## src/rtl/counter_pkg.sv

```systemverilog
// Shared types and the next-count rule for the up/down limit counter.
// Counts are carried at a fixed 32-bit width so one function serves any WIDTH.
package counter_pkg;

    typedef enum logic {CNT_WRAP, CNT_SAT} cnt_mode_e;

    typedef enum logic [1:0] {EVT_NONE, EVT_OVF, EVT_UDF} cnt_evt_e;

    localparam int CNT_MAX_W = 32;

    typedef struct packed {
        logic [CNT_MAX_W-1:0] count;
        cnt_evt_e             evt;
    } cnt_result_t;

    function automatic cnt_result_t cnt_next(
        input logic [CNT_MAX_W-1:0] q,
        input logic                 ld,
        input logic                 inc,
        input logic                 dec,
        input logic [CNT_MAX_W-1:0] data_in,
        input logic [CNT_MAX_W-1:0] max_val,
        input cnt_mode_e            mode
    );
        cnt_result_t res;
        res.count = q;
        res.evt   = EVT_NONE;
        if (ld) begin
            res.count = (data_in > max_val) ? max_val : data_in;
        end else if (inc && !dec) begin
            if (q < max_val) begin
                res.count = q + 1'b1;
            end else begin
                res.evt   = EVT_OVF;
                res.count = (mode == CNT_WRAP) ? '0 : max_val;
            end
        end else if (dec && !inc) begin
            if (q != '0) begin
                res.count = q - 1'b1;
            end else begin
                res.evt   = EVT_UDF;
                res.count = (mode == CNT_WRAP) ? max_val : '0;
            end
        end
        return res;
    endfunction

endpackage

```

## src/rtl/updown_limit_counter.sv

```systemverilog
// Up/down counter with a programmable terminal value, wrap or saturate at the
// limits, a registered terminal-count pulse and sticky overflow/underflow flags.
module updown_limit_counter
    import counter_pkg::*;
#(
    parameter int        WIDTH   = 8,
    parameter longint    MAX_VAL = (64'd1 << WIDTH) - 1,
    parameter cnt_mode_e MODE    = CNT_WRAP,
    parameter longint    RST_VAL = 0
) (
    input  logic             clk,
    input  logic             rst,
    input  logic [WIDTH-1:0] data_in,
    input  logic             ld,
    input  logic             inc,
    input  logic             dec,
    input  logic             clr_flags,
    output logic [WIDTH-1:0] q,
    output logic             tc,
    output logic             ovf,
    output logic             udf
);

    if (WIDTH < 2 || WIDTH > CNT_MAX_W) begin : g_bad_width
        $error("updown_limit_counter: WIDTH must be in 2..32");
    end
    if (MAX_VAL < 0 || MAX_VAL >= (64'd1 << WIDTH)) begin : g_bad_max
        $error("updown_limit_counter: MAX_VAL must fit in WIDTH bits");
    end
    if (RST_VAL < 0 || RST_VAL > MAX_VAL) begin : g_bad_rst
        $error("updown_limit_counter: RST_VAL must not exceed MAX_VAL");
    end

    localparam logic [CNT_MAX_W-1:0] MAX_EXT = MAX_VAL[CNT_MAX_W-1:0];
    localparam logic [WIDTH-1:0]     RST_Q   = RST_VAL[WIDTH-1:0];

    logic [WIDTH-1:0] q_reg, q_next;
    logic             tc_reg, tc_next;
    logic             ovf_reg, ovf_next;
    logic             udf_reg, udf_next;
    cnt_result_t      res;

    always_comb begin
        res      = cnt_next(CNT_MAX_W'(q_reg), ld, inc, dec, CNT_MAX_W'(data_in),
                            MAX_EXT, MODE);
        q_next   = res.count[WIDTH-1:0];
        tc_next  = (res.evt != EVT_NONE);
        // A boundary event in the same cycle as clr_flags leaves the flag set.
        ovf_next = (res.evt == EVT_OVF) || (ovf_reg && !clr_flags);
        udf_next = (res.evt == EVT_UDF) || (udf_reg && !clr_flags);
    end

    if (WIDTH < CNT_MAX_W) begin : g_hi_bits
        logic unused_hi;
        assign unused_hi = ^res.count[CNT_MAX_W-1:WIDTH];
    end

    always_ff @(posedge clk) begin
        if (rst) begin
            q_reg   <= RST_Q;
            tc_reg  <= 1'b0;
            ovf_reg <= 1'b0;
            udf_reg <= 1'b0;
        end else begin
            q_reg   <= q_next;
            tc_reg  <= tc_next;
            ovf_reg <= ovf_next;
            udf_reg <= udf_next;
        end
    end

    assign q   = q_reg;
    assign tc  = tc_reg;
    assign ovf = ovf_reg;
    assign udf = udf_reg;

endmodule
```

## config.mk

```make
export PLATFORM = sky130hd
export DESIGN_NAME = updown_limit_counter
export DESIGN_NICKNAME = d
export VERILOG_FILES = /design/src/rtl/counter_pkg.sv /design/src/rtl/updown_limit_counter.sv
export SDC_FILE = /design/constraint.sdc
export NUM_CORES = 1
export LEC_CHECK = 0
export BUFFER_PORTS_ARGS = -buffer_cell sky130_fd_sc_hd__buf_2
export CORE_MARGIN = 1
export CORE_UTILIZATION = 50
export DETAILED_ROUTE_END_ITERATION = 16
export GPL_TIMING_DRIVEN = 0
export PLACE_DENSITY = 0.82
export SYNTH_ARGS = -nofsm -noshare
export SYNTH_HDL_FRONTEND = slang
export SYNTH_SLANG_ARGS = --single-unit
```

## constraint.sdc

```tcl
create_clock -name clk -period 2.22 [get_ports clk]
set_input_delay 0.333 -clock clk [delete_from_list [all_inputs] [get_ports clk]]
set_output_delay 0.333 -clock clk [all_outputs]
set_load 0.03 [all_outputs]
```

==> metrics.md <==
| Metric | Value |
|---|---|
| Status | `completed` |
| Non-filler instance count after layout | `155` |
| Core area | `1577 sq um` |
| H-tree lvl count | `1` |
| Placer Congestion | `0.8764` |
| Delay-heaviest family, CP | `compound AO/OA/AOI/OAI gates` |
| Buffers and inverters on the worst path | `1` |
| DR iter-0 viols | `44` |
| Boundary Pins | `25` |
| Syn. warnings | `0` |
| N_diodes | `0` |
| LEAKAGE | `0.4449 nW` |
| Seq/Total Area, Yosys | `25.11%` |
| Post-synth cell types | `40` |
| Post-synthesis cell area | `877.1 sq um` |
| Tmin final | `1.976 ns` |
| Top cell type's share of synthesized area | `25.11%` |
| Post-Place Cell Area | `1007 sq um` |
| Clock root cell | `clkbuf_4` |
| Worst Path Required | `2.39 ns` |
| Fillers | `143` |
| IO Port Bufs | `22` |
| # DRC | `0` |
| Later-pin clock latency in the skew report | `0.28 ns` |
| Slew margin rel. | `66.81%` |
| Post-CTS setup buffer count | `0` |
| Ratio of cells with drive above 1 in the final layout | `24.46%` |
| Synth area leader | `dfxtp_1` |
| Largest net degree at the start of global routing | `11` |
| Global-route wire length before repair | `3.788 mm` |
| Worst IR Drop VDD | `0.4050 mV` |
| Clock transition at path regs | `0.07 ns` |
| Initial antenna violation count | `0` |
| Final WL | `2.217 mm` |
| Layout area overhead | `17.97%` |
| Die area | `1925 sq um` |
| Ys async rst share | `0%` |
| Final #Nets | `157` |
| Synth area leaders | `dfxtp_1 (25%), nand2_1 (4.7%), o21ai_0 (4.6%), ha_1 (4.3%), a21oi_1 (3.4%)` |
| Chip width | `43.88 um` |
| Max Root-Sink Buffers | `2` |
| Startpoint types | `register` |
| Clock sinks | `11` |
| CP Cell Sequence | `inv_1, ha_1, nor4bb_1, a31o_2, o31a_1, a221o_1` |
| Effective utilization at floorplan | `55.63%` |
| Avg Cell Area, Syn | `7.762 sq um` |
| Top_reg_cell synth | `dfxtp_1` |
| Syn Inst Count | `113` |
| Chip height | `43.88 um` |
| Drt first pass iters | `6` |
| Total power | `0.5966 mW` |
| Fin. max-slew vios | `0` |
| Pwr per Cell Area | `576.6 nW/um^2` |
| Top cells by count, synth | `dfxtp_1 (11), nand2_1 (11), o21ai_0 (8)` |
| WL per Instance | `14.30 um` |
| Yosys reg bits | `11` |
| Max FFs per register | `8` |
| Row count | `14` |
| RSZ-0062 raised after global routing | `false` |
| Worst Setup End Kind | `register` |
| Hpwl dp | `1.664 mm` |
| Post-Syn Nets | `130` |
| Max Fanout on Critical Path | `10` |
| EDFF count, synth | `0` |
| Drt via density | `6.394` |
| Overflow left after global routing | `0` |
| CTS Buf Count | `3` |
| Fin. Hold Viols | `0` |
| Final instance area | `1035 sq um` |
| Post-layout util | `65.63%` |
| CP max-delay cell | `dfxtp_1` |
| Critical path arrival | `2.14 ns` |
| Worst stage delay on the critical path | `0.52 ns` |
| MaxCap Viol Count | `0` |
| Critical path class | `register to register` |
| Final setup violating endpoints | `0` |
| CTS tree | `done` |
| Total track usage | `26.95%` |
| Number of global-route vias before repair | `848` |
| Max Clk Rate | `0.5061 GHz` |
| Actual slew at the worst max-slew pin | `0.4978 ns` |
| Period utilization | `89.00%` |
| Post-Place Cells | `151` |
| Min-delay worst type | `primary input to register` |
| Setup Skew | `0.002435 ns` |
| Post-route ant nets | `0` |
| Fin Setup TNS | `0 ns` |
| Via count | `991` |
## metrics by stage
stage / setup slack (ns) / hold slack, ns
finish: 0.2442 / 0.3043
global route: 0.1128 / 0.3383
CTS: 0.09686 / 0.3100
detailed placement: 0.1276 / 0.4827
global placement: 0.1397 / 0.4633
floorplan: 0.05107 / 0.4778
## power breakdown
group	internal (mW)	switching, mW	leakage, nW	total (mW)
Combinational	0.0877	0.136	0.339	0.224
Sequential	0.213	0.0178	0.0906	0.231
Clock	0.0698	0.0720	0.0150	0.142
Total	0.370	0.226	0.445	0.597
## kinds of logic after synthesis
family / after synthesis / share of synthesized area (%)
adders and majority gates: 3 / 4.280
DFF: 11 / 25.11
buffers and inverters: 15 / 7.702
xor gates and xnor gates: 3 / 2.996
AOI/OAI and AO/OA: 40 / 32.81
and+or+nand+nor: 41 / 27.10
## worst min-delay path, cell delays in order
cell     delay (ns)
buf_2          0.09
nand2_1        0.05
a21oi_1        0.05
## cell usage in the layout, fill, tap and decap left out, types with 2 or more instances in the layout
master      n
o211ai_1    2
nand3_1     5
nor2b_1     3
xnor2_1     3
ha_1        3
nand2_1    11
nor3b_1     2
and4_1      2
o221ai_1    2
buf_2      25
o2111ai_1   3
a21oi_1     6
clkbuf_1    4
a31o_2      2
clkbuf_4    3
a211oi_1    3
dfxtp_1    11
nand2b_1    4
nor3_1      4
nor2_1      2
o21ai_0     8
and3_1      2
inv_1       6
a31oi_1     2
a2bb2oi_1   2
a221o_1     3
## metal layers
| metal | up-vias | part of all wire [%] | global-route usage, % |
|---|---|---|---|
| met5 | - | 0 | 0 |
| met2 | 46 | 46 | 40.00 |
| met4 | 0 | 1.6 | 13.33 |
| li1 | 485 | - | - |
| met3 | 5 | 7.0 | 5.000 |
| met1 | 455 | 46 | 37.31 |
## layout make-up
cell class,count,area [sq um],area share [%]
Sequential cell,11,220.2,21.28
Clock buffer,4,26.28,2.539
Tap cell,16,20.02,1.935
Multi-Input combinational cell,87,589.3,56.95
Buffer,9,46.29,4.474
Timing Repair Buffer,22,110.1,10.64
Inverter,6,22.52,2.177
## final timing paths
path | startpoint | end | slack [ns] | depth (start not counted)
setup / recovery | q[1] | q[6] | 0.24 | 6
hold / removal | data_in[1] | q[1] | 0.30 | 3
hold reg to reg | ovf | ovf | 0.50 | 2
setup reg to reg | q[1] | q[6] | 0.24 | 6
## timing repair
item / CTS / global route
hold buffers: 0 / 0
setup endpoints to repair: 0 / 1
resized for setup: 0 / 2
Power figures use the tool's default switching activity.
